===== src/rtl/fb_read_arbiter_pkg.sv =====
`default_nettype none
// ============================================================================
// Module      : fb_read_arbiter_pkg
// Description : Shared types and default widths for the frame-buffer read
//               arbiter (state encoding, requester id, pixel/word widths).
// Revision    : 1.0 - initial release
// ============================================================================
package fb_read_arbiter_pkg;

    localparam int c_nb_img_pxls = 17;  // 320x240 pixel address
    localparam int c_nb_buf      = 12;  // 4:4:4 RGB word

    typedef enum logic [1:0] {
        IDLE = 2'd0,
        OWN0 = 2'd1,
        OWN1 = 2'd2
    } arb_state_t;

    typedef logic req_id_t;

endpackage
`default_nettype wire


===== src/rtl/fb_read_tag_pipe.sv =====
`default_nettype none
// ============================================================================
// Module      : fb_read_tag_pipe
// Description : Two-stage {valid, id} delay line matching the address
//               register plus the frame-buffer read latency.
// Revision    : 1.0 - initial release
// ============================================================================
module fb_read_tag_pipe
    import fb_read_arbiter_pkg::*;
(
    input  logic    clk,
    input  logic    rst,
    input  logic    in_valid,
    input  req_id_t in_id,
    output logic    out_valid,
    output req_id_t out_id
);

    logic    r_v1;
    logic    r_v2;
    req_id_t r_id1;
    req_id_t r_id2;

    always_ff @(posedge clk or negedge rst) begin
        if (!rst) begin
            r_v1  <= 1'b0;
            r_v2  <= 1'b0;
            r_id1 <= 1'b0;
            r_id2 <= 1'b0;
        end else begin
            r_v1  <= in_valid;
            r_id1 <= in_id;
            r_v2  <= r_v1;
            r_id2 <= r_id1;
        end
    end

    assign out_valid = r_v2;
    assign out_id    = r_id2;

endmodule
`default_nettype wire


===== src/rtl/fb_read_arbiter.sv =====
`default_nettype none
// ============================================================================
// Module      : fb_read_arbiter
// Description : Two-requester read arbiter for a single-port frame buffer
//               with lockable ownership. Define FB_READ_ARBITER_RR_EN for
//               round-robin conflict resolution (else requester 0 wins).
// Revision    : 1.0 - initial release
// ============================================================================
module fb_read_arbiter
    import fb_read_arbiter_pkg::*;
#(
    parameter int C_NB_IMG_PXLS = c_nb_img_pxls,
    parameter int C_NB_BUF      = c_nb_buf
)(
    input  logic                     clk,
    input  logic                     rst,
    input  logic                     req0,
    input  logic                     req1,
    input  logic [C_NB_IMG_PXLS-1:0] addr0,
    input  logic [C_NB_IMG_PXLS-1:0] addr1,
    input  logic                     lock0,
    input  logic                     lock1,
    output logic                     gnt0,
    output logic                     gnt1,
    output logic                     rvalid0,
    output logic                     rvalid1,
    output logic [C_NB_BUF-1:0]      rdata,
    output logic [C_NB_IMG_PXLS-1:0] mem_addr,
    input  logic [C_NB_BUF-1:0]      mem_dout
);

    arb_state_t               r_state;
    arb_state_t               w_next_state;
    logic                     w_gnt0;
    logic                     w_gnt1;
    logic                     w_arbitrate;
    logic                     w_pick1;
    logic [C_NB_IMG_PXLS-1:0] r_mem_addr;
    logic                     w_tag_valid;
    req_id_t                  w_tag_id;

`ifdef FB_READ_ARBITER_RR_EN
    logic r_rr_ptr;

    // Pointer follows the requester that lost each grant.
    always_ff @(posedge clk or negedge rst) begin
        if (!rst) begin
            r_rr_ptr <= 1'b0;
        end else if (gnt0) begin
            r_rr_ptr <= 1'b1;
        end else if (gnt1) begin
            r_rr_ptr <= 1'b0;
        end
    end

    assign w_pick1 = r_rr_ptr;
`else
    assign w_pick1 = 1'b0;
`endif

    always_ff @(posedge clk or negedge rst) begin
        if (!rst) begin
            r_state <= IDLE;
        end else begin
            r_state <= w_next_state;
        end
    end

    // A dropped lock falls through to normal arbitration in the same cycle.
    always_comb begin
        w_next_state = r_state;
        w_gnt0       = 1'b0;
        w_gnt1       = 1'b0;
        w_arbitrate  = 1'b0;
        case (r_state)
            OWN0: begin
                if (lock0) w_gnt0 = req0;
                else       w_arbitrate = 1'b1;
            end
            OWN1: begin
                if (lock1) w_gnt1 = req1;
                else       w_arbitrate = 1'b1;
            end
            default: w_arbitrate = 1'b1;
        endcase
        if (w_arbitrate) begin
            w_next_state = IDLE;
            if (req0 && req1) begin
                w_gnt0 = ~w_pick1;
                w_gnt1 = w_pick1;
            end else begin
                w_gnt0 = req0;
                w_gnt1 = req1;
            end
            if (w_gnt0 && lock0)      w_next_state = OWN0;
            else if (w_gnt1 && lock1) w_next_state = OWN1;
        end
    end

    assign gnt0 = w_gnt0 & rst;
    assign gnt1 = w_gnt1 & rst;

    always_ff @(posedge clk or negedge rst) begin
        if (!rst) begin
            r_mem_addr <= '0;
        end else if (gnt0) begin
            r_mem_addr <= addr0;
        end else if (gnt1) begin
            r_mem_addr <= addr1;
        end
    end

    assign mem_addr = r_mem_addr;

    fb_read_tag_pipe u_tag_pipe (
        .clk       (clk),
        .rst       (rst),
        .in_valid  (gnt0 | gnt1),
        .in_id     (gnt1),
        .out_valid (w_tag_valid),
        .out_id    (w_tag_id)
    );

    assign rvalid0 = w_tag_valid & (w_tag_id == 1'b0);
    assign rvalid1 = w_tag_valid & (w_tag_id == 1'b1);
    assign rdata   = mem_dout;

endmodule
`default_nettype wire


===== config.mk =====
export PLATFORM = sky130hd
export DESIGN_NAME = fb_read_arbiter
export DESIGN_NICKNAME = d
export VERILOG_FILES = /design/src/rtl/fb_read_arbiter_pkg.sv /design/src/rtl/fb_read_tag_pipe.sv /design/src/rtl/fb_read_arbiter.sv
export SDC_FILE = /design/constraint.sdc
export NUM_CORES = 1
export LEC_CHECK = 0
export BUFFER_PORTS_ARGS = -buffer_cell sky130_fd_sc_hd__buf_2
export CORE_ASPECT_RATIO = 0.75
export CORE_UTILIZATION = 25
export DETAILED_ROUTE_END_ITERATION = 8
export GPL_TIMING_DRIVEN = 1
export SLEW_MARGIN = 20
export SYNTH_ARGS = -nofsm -noshare
export SYNTH_HDL_FRONTEND = slang
export SYNTH_SLANG_ARGS = --single-unit

===== constraint.sdc =====
create_clock -name clk -period 2.94 [get_ports clk]
set_input_delay 0.588 -clock clk [delete_from_list [all_inputs] [get_ports clk]]
set_output_delay 0.588 -clock clk [all_outputs]
set_load 0.005 [all_outputs]

======== After elaboration in Yosys (flattened, before gate mapping) ========
Cells that the tools add are included.
operators by class
  add/sub/neg operators ................... 0
  multiply operators ...................... 0
  divide/modulo/power cells ............... 0
  $lt $le $gt $ge ......................... 0
  equality and inequality tests ........... 2
  shift operators ......................... 0
  mux-type cells .......................... 17
  bitwise operators ....................... 6
  reduce and logical (&&, ||, !) cells .... 4
operators with widths
  operator                                                         number
  17-bit two-way mux                                               2
  1-bit two-way mux                                                12
  1-bit AND                                                        4
  2-bit two-way mux                                                2
  1-bit logical AND                                                3
  2-bit by 1-bit == test with 1-bit output, second input constant  1
  2-bit == test, second input constant                             1
  1-bit case mux with 2 select lines                               1
  2-bit nonzero test                                               1
  1-bit inverter                                                   1
  1-bit bitwise OR                                                 1
storage, ports and cells
  bits in registers ....................... 23
  latch bits .............................. 0
  bits in writable memories ............... 0
  ROM bits ................................ 0
  input port bits ......................... 52
  output and inout bits ................... 33
  memories kept ........................... 0

======== Logic depth before layout (Yosys ltp) ========
Gate-level depths: netlist of run 1.
  depth after elaboration ................. 7
  gate-level depth with buffers ........... 9
  gate-level depth less buffers ........... 7

======== By module ========
Synthesis of run 1 repeated with hierarchy kept, for this count alone.
unflattened totals
  cell total of the unflattened synthesis .. 135
  area total of the unflattened synthesis .. 1330.0 um^2
modules (own cells, without submodules)
  module            times used  cells an instance  area each (um^2)  sequential area each (um^2)
  fb_read_arbiter   1           131                1229.9            475.5
  fb_read_tag_pipe  1           4                  100.1             100.1

======== Least setup slack after synthesis of run 1 ========
Ideal clock, no wire load.
  path type ............................... flip-flop to output port
  start point ............................. register r_state[0]
  end point ............................... output port gnt1
  arrival time ............................ 1.778 ns
  path slack .............................. 0.574 ns
  stages on the path, launching flop included .. 9
  cells stage by stage .................... dfrtp_1 -> inv_1 -> ha_1 -> o31a_1 -> buf_6 -> or2_1 -> buf_6 -> buf_6 -> inv_2
between the ends
  longest elaborated chain between the ends .. 4
  elaborated cells between the ends (all ways) .. 6
ends and longest elaborated chain
  element                                                                           RTL line                text
  from (decl)                                                                       fb_read_arbiter.sv:32   arb_state_t r_state;
  from (signal assigned)                                                            fb_read_arbiter.sv:65   r_state <= w_next_state;
  2-bit == test / 2-bit by 1-bit == test with 1-bit output (equally long branches)  fb_read_arbiter.sv:75   case (r_state)
  1-bit case mux with 2 select lines / 1-bit two-way mux (equally long branches)    fb_read_arbiter.sv:75
  1-bit two-way mux (*)                                                             fb_read_arbiter.sv:86   if (w_arbitrate) begin
  1-bit AND (*)                                                                     fb_read_arbiter.sv:101  assign gnt1 = w_gnt1 & rst;
  to (decl)                                                                         fb_read_arbiter.sv:24   output logic gnt1,
Mark *: on every way between the ends. The rest lies on a longest branch, timed or not.

======== Final worst setup path of run 1 ========
Ends and elaborated chain as after synthesis.

==> load_flow_metrics.sql, run 1 <==
INSERT INTO impl_metrics (metric_group, metric, value, unit) VALUES
('status', 'outcome', 'completed', ''),
('layout', 'finalInstanceArea', '0.001664', 'mm²'),
('power_and_ir_drop', 'power.density_cell_area', '704.9', 'mW/mm²'),
('clock_network', 'cts-root-to-sink-buffers', '2', ''),
('placement', 'dp_slack', '0.7702', 'ns'),
('die', 'core', '0.005010', 'mm²'),
('die', 'die_x', '86.22', 'µm'),
('setup_path', 'worstSetupStartpointType', 'flop', ''),
('synthesis', 'postSynthNetCount', '189', ''),
('global_route', 'grt_first_pass_wirelength', '5.485', 'mm'),
('setup_path', 'critical_path.max_fanout', '5', ''),
('sta', 'hold_slack', '0.2064', 'ns'),
('setup_path', 'critPathCaptureType', 'primary output', ''),
('synthesis', 'seq_area_frac_synth', '43.27', '%'),
('sta', 'unrepaired_setup_endpoints_after_global_routing', 'false', ''),
('setup_path', 'setup_crit_start', 'r_state[0]$_DFFE_PN0N_', ''),
('sta', 'fin_crit_sh', '82.70', '%'),
('synthesis', 'synth_edf_count', '0', ''),
('synthesis', 'synthesis.area_per_instance', '9.852', 'µm²'),
('sta', 'finalCriticalPeriod', '2.431', 'ns'),
('global_route', 'maximum_number_of_pins_on_one_net_before_global_route_repair', '36', ''),
('synthesis', 'number_of_distinct_library_cells_after_synthesis', '20', ''),
('synthesis', 'synthMostInstantiatedCell', 'sky130_fd_sc_hd__nand2_1', ''),
('sta', 'max-slew-margin-rel', '76.69', '%'),
('synthesis', 'synth_top_flop_cell', 'sky130_fd_sc_hd__dfrtp_1', ''),
('synthesis', 'synth_largest_type_area_fraction', '43.27', '%'),
('setup_path', 'crit-reg2reg-launch', 'r_state[0]$_DFFE_PN0N_', ''),
('synthesis', 'synthDominantAreaCellType', 'sky130_fd_sc_hd__dfrtp_1', ''),
('sta', 'worst_slew_pin_slew', '0.3496', 'ns'),
('clock_network', 'cts-buffers-inserted', '3', ''),
('setup_path', 'cp_delay_by_family_top', 'adder cells', ''),
('setup_path', 'r2r_cells', '6', ''),
('placement', 'postPlaceCellArea', '0.001618', 'mm²'),
('setup_path', 'timing.critical_path.cells', 'inv_1, ha_1, o31a_1, or2_1, inv_2, buf_2', ''),
('routing', 'detailed_route_wire_length_per_cell', '13.00', 'µm'),
('clock_network', 'cts.sink_count', '23', ''),
('global_route', 'grt_pass1_vias', '1067', ''),
('layout', 'layoutNonFillerInstCount', '256', ''),
('routing', 'drt-initial-drc-count', '28', ''),
('setup_path', 'criticalPathCategory', 'flop to primary output', ''),
('synthesis', 'syn_inst', '135', ''),
('clock_network', 'postCtsSetupBuffers', '0', ''),
('min_path', 'hold_path_class', 'input pin to async pin', ''),
('setup_path', 'cp_num_cells', '6', ''),
('routing', 'drc', '0', ''),
('die', 'die_height', '65.17', 'µm'),
('synthesis', 'ys_ff_latch', '23', ''),
('setup_path', 'slowest_delay', '0.40', 'ns'),
('sta', 'max_freq', '411.3', 'MHz'),
('synthesis', 'synth.area.top_cells', 'sky130_fd_sc_hd__dfrtp_1, sky130_fd_sc_hd__o211ai_1, sky130_fd_sc_hd__nand2_1', ''),
('clock_network', 'h_tree_depth', '1', ''),
('die', 'initial_core_util', '26.55', '%'),
('setup_path', 'regToRegSetupSlack', '0.98', 'ns'),
('die', 'rows', '22', ''),
('sta', 'report.final.slew_viol_count', '0', ''),
('clock_network', 'clkLatencyLatePin', '0.26', 'ns'),
('die', 'die-area', '0.005619', 'mm²'),
('layout', 'antennaDiodeCount', '0', ''),
('placement', 'place.port_buffers', '60', ''),
('routing', 'final_antenna_net_count', '0', ''),
('global_route', 'grt_antenna_before_repair', '0', ''),
('sta', 'skew', '0.001750', 'ns'),
('layout', 'syn2layout_area_growth', '25.12', '%'),
('sta', 'timing_hold_violations_final', '0', ''),
('die', 'io_pins', '85', ''),
('clock_network', 'post_cts.resized_instances', '0', ''),
('placement', 'globalplace.congestion', '0.7907', ''),
('routing', 'drt_pass1_iterations', '4', ''),
('job', 'timing.max_cap.violations', '0', ''),
('routing', 'totalWireLength', '3.329', 'mm'),
('synthesis', 'synth_async_sr_flop_share', '100.0', '%');
## power by group
part	internal, mW	switching (mW)	leakage, nW
Combinational	0.235	0.252	0.502
Sequential	0.434	0.0627	0.289
Clock	0.0943	0.0950	0.0255
## routing by layer
layer	part of all wire, %	track usage [%]
met1	50	18.80
met2	45	18.35
met3	5.5	2.889
met4	0	2.917
met5	0	0
## metrics by stage
step | power [mW] | utilization, %
after CTS | 1.198 | 33.22
after floorplan | 0.8021 | -
after global placement | 0.9930 | 32.29
final | 1.173 | 33.22
after detailed placement | 0.9991 | 32.29
after global routing | 1.271 | 33.22
## logic make-up after synthesis
group | synth area share (%)
AOI/OAI and AO/OA | 27.75
adders and majority gates | 1.881
buffers and inverters | 12.51
DFF | 43.27
and+or+nand+nor | 14.58
## layout by cell type (no fill, tap or decap), drive strengths merged
master  Yosys  layout
and2        1       1
buf        16      66
clkbuf      5       3
clkinv      0       1
dfrtp      23      23
ha          2       2
inv         5       5
nand2      38      38
nand3b      1       1
nor2b       3       3
nor3        1       1
o211ai     35      35
o21ai       1       1
o311ai      2       2
o31a        1       1
or2         1       1
## state kept, by name, indices dropped and copies added, names as in the netlist
signal and cells:
mem_addr 17, r_state 2, u_tag_pipe.out_id 1, u_tag_pipe.out_valid 1, u_tag_pipe.r_id1 1, u_tag_pipe.r_v1 1
## worst register-to-register path, cell delays in order (launching register included)
cell                       delay [ns]
sky130_fd_sc_hd__dfrtp_1         0.37
sky130_fd_sc_hd__inv_1           0.05
sky130_fd_sc_hd__ha_1            0.40
sky130_fd_sc_hd__o311ai_4        0.37
sky130_fd_sc_hd__buf_4           0.39
sky130_fd_sc_hd__nand2_1         0.13
sky130_fd_sc_hd__o211ai_1        0.17
## area by class of cell
type	instances	area [µm²]	area share, %
flip-flops and latches	23	575.6	34.59
repair buffers	66	345.3	20.75
clock buffers	3	41.29	2.481
well taps	72	90.09	5.414
multi-input cells	86	588.1	35.34
clock inverters	1	5.005	0.3008
inverters	5	18.77	1.128
## worst min-delay path by stage
stage	to	slack, ns	depth (start not counted)	from
after detailed placement	u_tag_pipe.out_valid$_DFF_PN0_	0.33	0	u_tag_pipe.r_v1$_DFF_PN0_
after floorplan	mem_addr[0]$_DFFE_PN0P_	0.29	0	rst
after global placement	u_tag_pipe.out_valid$_DFF_PN0_	0.33	0	u_tag_pipe.r_v1$_DFF_PN0_
after CTS	r_state[1]$_DFFE_PN0N_	0.20	1	rst
final	mem_addr[1]$_DFFE_PN0P_	0.21	1	rst
after global routing	mem_addr[14]$_DFFE_PN0P_	0.21	1	rst
Note: power is estimated with default switching activity, not from simulation.
==> run 2: changes to the inputs <==
Settings changed: ABC_AREA from default to 1.
Clock period 2.94 ns to 2.32 ns, I/O delays scaled along.
==> load_flow_metrics.sql, run 2 <==
INSERT INTO impl_metrics (metric_group, metric, value, unit) VALUES
('setup_path', 'crit_slowest_cell', 'sky130_fd_sc_hd__dfrtp_1', ''),
('synthesis', 'seq_area_frac_synth', '41.97', '%'),
('power_and_ir_drop', 'seq_power_share', '40.6', '%'),
('layout', 'final_nets', '282', ''),
('sta', 'worst_slew_pin_slew', '0.2283', 'ns'),
('routing', 'detailed_route_wire_length_per_cell', '11.08', 'µm'),
('synthesis', 'synthDominantAreaCellType', 'sky130_fd_sc_hd__dfrtp_1', ''),
('min_path', 'hold_path_class', 'input pin to async pin', ''),
('job', 'timing.max_cap.violations', '0', ''),
('setup_path', 'setup_crit_start', 'r_state[0]$_DFFE_PN0N_', ''),
('die', 'io_pins', '85', ''),
('global_route', 'grt_util_all_layers', '12.07', '%'),
('layout', 'antennaDiodeCount', '0', ''),
('setup_path', 'critPathCaptureType', 'primary output', ''),
('synthesis', 'synth_compound_area_share', '1.916', '%'),
('power_and_ir_drop', 'net-switching-power', '0.6432', 'mW'),
('synthesis', 'yosys_warnings', '0', ''),
('power_and_ir_drop', 'post-layout-total-power', '1.634', 'mW'),
('sta', 'timing_hold_violations_final', '0', ''),
('synthesis', 'postSynthNetCount', '231', ''),
('setup_path', 'regToRegSetupSlack', '0.48', 'ns'),
('synthesis', 'syn_inst', '177', ''),
('die', 'die-area', '0.005789', 'mm²'),
('routing', 'drc', '0', ''),
('global_route', 'grt_antenna_before_repair', '0', ''),
('setup_path', 'worstReg2RegEnd', 'mem_addr[9]$_DFFE_PN0P_', ''),
('clock_network', 'cts.sink_count', '23', ''),
('synthesis', 'synthMostInstantiatedCell', 'sky130_fd_sc_hd__nand2_1', ''),
('setup_path', 'crit-reg2reg-launch', 'r_state[0]$_DFFE_PN0N_', ''),
('clock_network', 'cts.clk_slew.worst_paths', '0.08', 'ns'),
('status', 'outcome', 'completed', ''),
('synthesis', 'synth.area.top_cells', 'sky130_fd_sc_hd__dfrtp_1, sky130_fd_sc_hd__nand2_1, sky130_fd_sc_hd__nand3_1', ''),
('layout', 'number_of_flip_flops_under_the_largest_register_name', '17', ''),
('sta', 'fin_crit_sh', '95.51', '%'),
('sta', 'fin_setup_tns', '0', 'ns'),
('sta', 'max-slew-margin-rel', '84.76', '%'),
('synthesis', 'synth_top_cells_by_count', 'sky130_fd_sc_hd__nand2_1, sky130_fd_sc_hd__nand3_1, sky130_fd_sc_hd__dfrtp_1', ''),
('power_and_ir_drop', 'vdd_ir_drop_max', '0.2849', 'mV'),
('setup_path', 'critical_path.max_fanout', '18', ''),
('setup_path', 'worst_ep_required_time', '1.86', 'ns'),
('placement', 'dpl.hpwl', '2.621', 'mm'),
('placement', 'globalplace.congestion', '0.7571', ''),
('power_and_ir_drop', 'p_clk_share', '15.2', '%'),
('clock_network', 'h_tree_depth', '1', ''),
('power_and_ir_drop', 'comb_power_share', '44.3', '%'),
('routing', 'totalWireLength', '3.312', 'mm'),
('routing', 'drt-initial-drc-count', '61', ''),
('die', 'initial_core_util', '26.93', '%'),
('synthesis', 'synthesis.area_per_instance', '7.748', 'µm²'),
('clock_network', 'cts-buffers-inserted', '3', ''),
('layout', 'multiInputGateArea', '604.3', 'µm²'),
('synthesis', 'ys_ff_latch', '23', ''),
('die', 'core', '0.005092', 'mm²'),
('placement', 'place.port_buffers', '60', ''),
('power_and_ir_drop', 'internal_power', '0.9903', 'mW'),
('die', 'die_height', '66.14', 'µm'),
('synthesis', 'synth_top_flop_cell', 'sky130_fd_sc_hd__dfrtp_1', ''),
('clock_network', 'postCtsSetupBuffers', '0', ''),
('routing', 'final_antenna_net_count', '0', ''),
('clock_network', 'post_cts_hold_buffer_count', '0', ''),
('clock_network', 'post_cts.resized_instances', '0', ''),
('routing', 'detail_route.vias_per_cell', '4.087', ''),
('layout', 'seq_area', '575.6', 'µm²'),
('synthesis', 'synth_largest_type_area_fraction', '41.97', '%'),
('sta', 'report.final.slew_viol_count', '0', ''),
('layout', 'most_common_cell_after_layout_fill_and_taps_aside', 'sky130_fd_sc_hd__nand2_1', ''),
('setup_path', 'criticalPathCategory', 'flop to primary output', ''),
('global_route', 'grt_pass1_vias', '1164', ''),
('layout', 'syn2layout_area_growth', '24.09', '%'),
('setup_path', 'worstSetupStartpointType', 'flop', ''),
('routing', 'via_count', '1222', ''),
('clock_network', 'tritoncts', 'done', ''),
('setup_path', 'end_of_the_critical_path', 'gnt0', ''),
('sta', 'skew', '0.004639', 'ns'),
('synthesis', 'synth_top_family_by_area', 'simple AND/OR/NAND/NOR gates', ''),
('setup_path', 'critical-path-top-cell-by-count', 'sky130_fd_sc_hd__inv_1', ''),
('synthesis', 'synth_simple_gate_area_share', '40.33', '%'),
('synthesis', 'number_of_distinct_library_cells_after_synthesis', '18', ''),
('synthesis', 'synth_edf_count', '0', ''),
('global_route', 'maximum_number_of_pins_on_one_net_before_global_route_repair', '21', ''),
('sta', 'unrepaired_setup_endpoints_after_global_routing', 'false', ''),
('setup_path', 'timing.critical_path.cells', 'inv_1, ha_1, a21oi_4, nand2_4, nand2_8, inv_1, buf_2', ''),
('sta', 'max_freq', '451.3', 'MHz'),
('layout', 'mostFrequentLayoutCells', 'sky130_fd_sc_hd__nand2_1, sky130_fd_sc_hd__buf_2, sky130_fd_sc_hd__nand3_1, sky130_fd_sc_hd__dfrtp_1, sky130_fd_sc_hd__inv_1', ''),
('clock_network', 'clockRootBuffer', 'sky130_fd_sc_hd__clkbuf_8', ''),
('die', 'die_x', '87.52', 'µm'),
('synthesis', 'synthesized_area_fraction_occupied_by_xor_and_xnor_cells', '0', '%'),
('clock_network', 'cts-root-to-sink-buffers', '2', ''),
('sta', 'setup-violations-final', '0', ''),
('sta', 'finalCriticalPeriod', '2.216', 'ns'),
('power_and_ir_drop', 'static-leakage-power', '1.003', 'nW'),
('synthesis', 'synth_async_sr_flop_share', '100.0', '%'),
('routing', 'drt_pass1_iterations', '4', ''),
('layout', 'filler_cell_count', '559', ''),
('global_route', 'grt_first_pass_wirelength', '5.292', 'mm'),
('setup_path', 'slowest_delay', '0.36', 'ns'),
('synthesis', 'synth_area', '0.001371', 'mm²'),
('setup_path', 'timing.critical_path.arrival', '1.75', 'ns'),
('power_and_ir_drop', 'switching_share', '39.37', '%'),
('power_and_ir_drop', 'power.density_cell_area', '960.0', 'mW/mm²'),
('layout', 'drive_gt1_share', '35.24', '%'),
('die', 'rows', '22', ''),
('synthesis', 'synth.mux.area_fraction', '0', '%'),
('synthesis', 'synth_adder_area_share', '1.825', '%'),
('clock_network', 'clkLatencyLatePin', '0.26', 'ns'),
('global_route', 'grt.overflow.total', '0', ''),
('setup_path', 'r2r_cells', '10', '');
==> run 2: how the worst min path moves through the flow <==
stage                               from                             end  cells past startpoint
6_report                             rst        mem_addr[14]$_DFFE_PN0P_                      2
3_5_place_dp   u_tag_pipe.r_v1$_DFF_PN0_  u_tag_pipe.out_valid$_DFF_PN0_                      0
5_1_grt                              rst        mem_addr[13]$_DFFE_PN0P_                      2
2_1_floorplan                        rst         mem_addr[0]$_DFFE_PN0P_                      0
4_1_cts                              rst        mem_addr[14]$_DFFE_PN0P_                      2
3_3_place_gp   u_tag_pipe.r_v1$_DFF_PN0_  u_tag_pipe.out_valid$_DFF_PN0_                      0
==> run 2: final cells by class <==
cell class,count,area share [%]
Inverter,12,2.647
Sequential cell,23,33.82
Clock inverter,1,0.4412
Tap cell,72,5.294
Clock buffer,3,2.426
Timing Repair Buffer,65,19.85
Multi-Input combinational cell,123,35.51
==> run 2: power groups by stage <==
stage	Combinational (mW)	Sequential (mW)	Clock, mW
after floorplan	0.468	0.669	0
after global placement	0.723	0.672	0
after detailed placement	0.738	0.671	0
after CTS	0.737	0.665	0.258
after global routing	0.814	0.686	0.277
final	0.723	0.663	0.248
==> run 2: layer usage <==
metal	part of all wire [%]	track usage, %	up-vias
met5	0	0	-
met4	1.0	3.893	0
met3	6.1	3.246	2
met2	48	21.09	40
met1	45	14.38	534
li1	-	-	646
==> run 2: worst max-delay path, delay by kind of cell, from the launching register on <==
family | cells | cell delay, ns
AO/OA/AOI/OAI | 1 | 0.18
adder cells (fa/ha/maj) | 1 | 0.34
buffers and inverters | 3 | 0.26
flip-flops | 1 | 0.36
AND/OR/NAND/NOR | 2 | 0.35
==> run 2: logic make-up after synthesis <==
family                     after synthesis
adders and majority gates                2
buffers and inverters                   31
DFF                                     23
AOI/OAI and AO/OA                        3
and+or+nand+nor                        118
==> run 2: through the flow <==
step	cell area (µm²)	hold WS (ns)	std cells	setup WS, ns	util [%]
2_1_floorplan	1371	0.1684	177	0.5162	-
3_3_place_gp	1653	0.3338	295	0.4327	32.46
3_5_place_dp	1653	0.3347	295	0.3868	32.46
4_1_cts	1702	0.1487	299	0.08894	33.42
5_1_grt	1702	0.1580	299	0.001247	33.42
6_report	1702	0.1465	299	0.1042	33.42
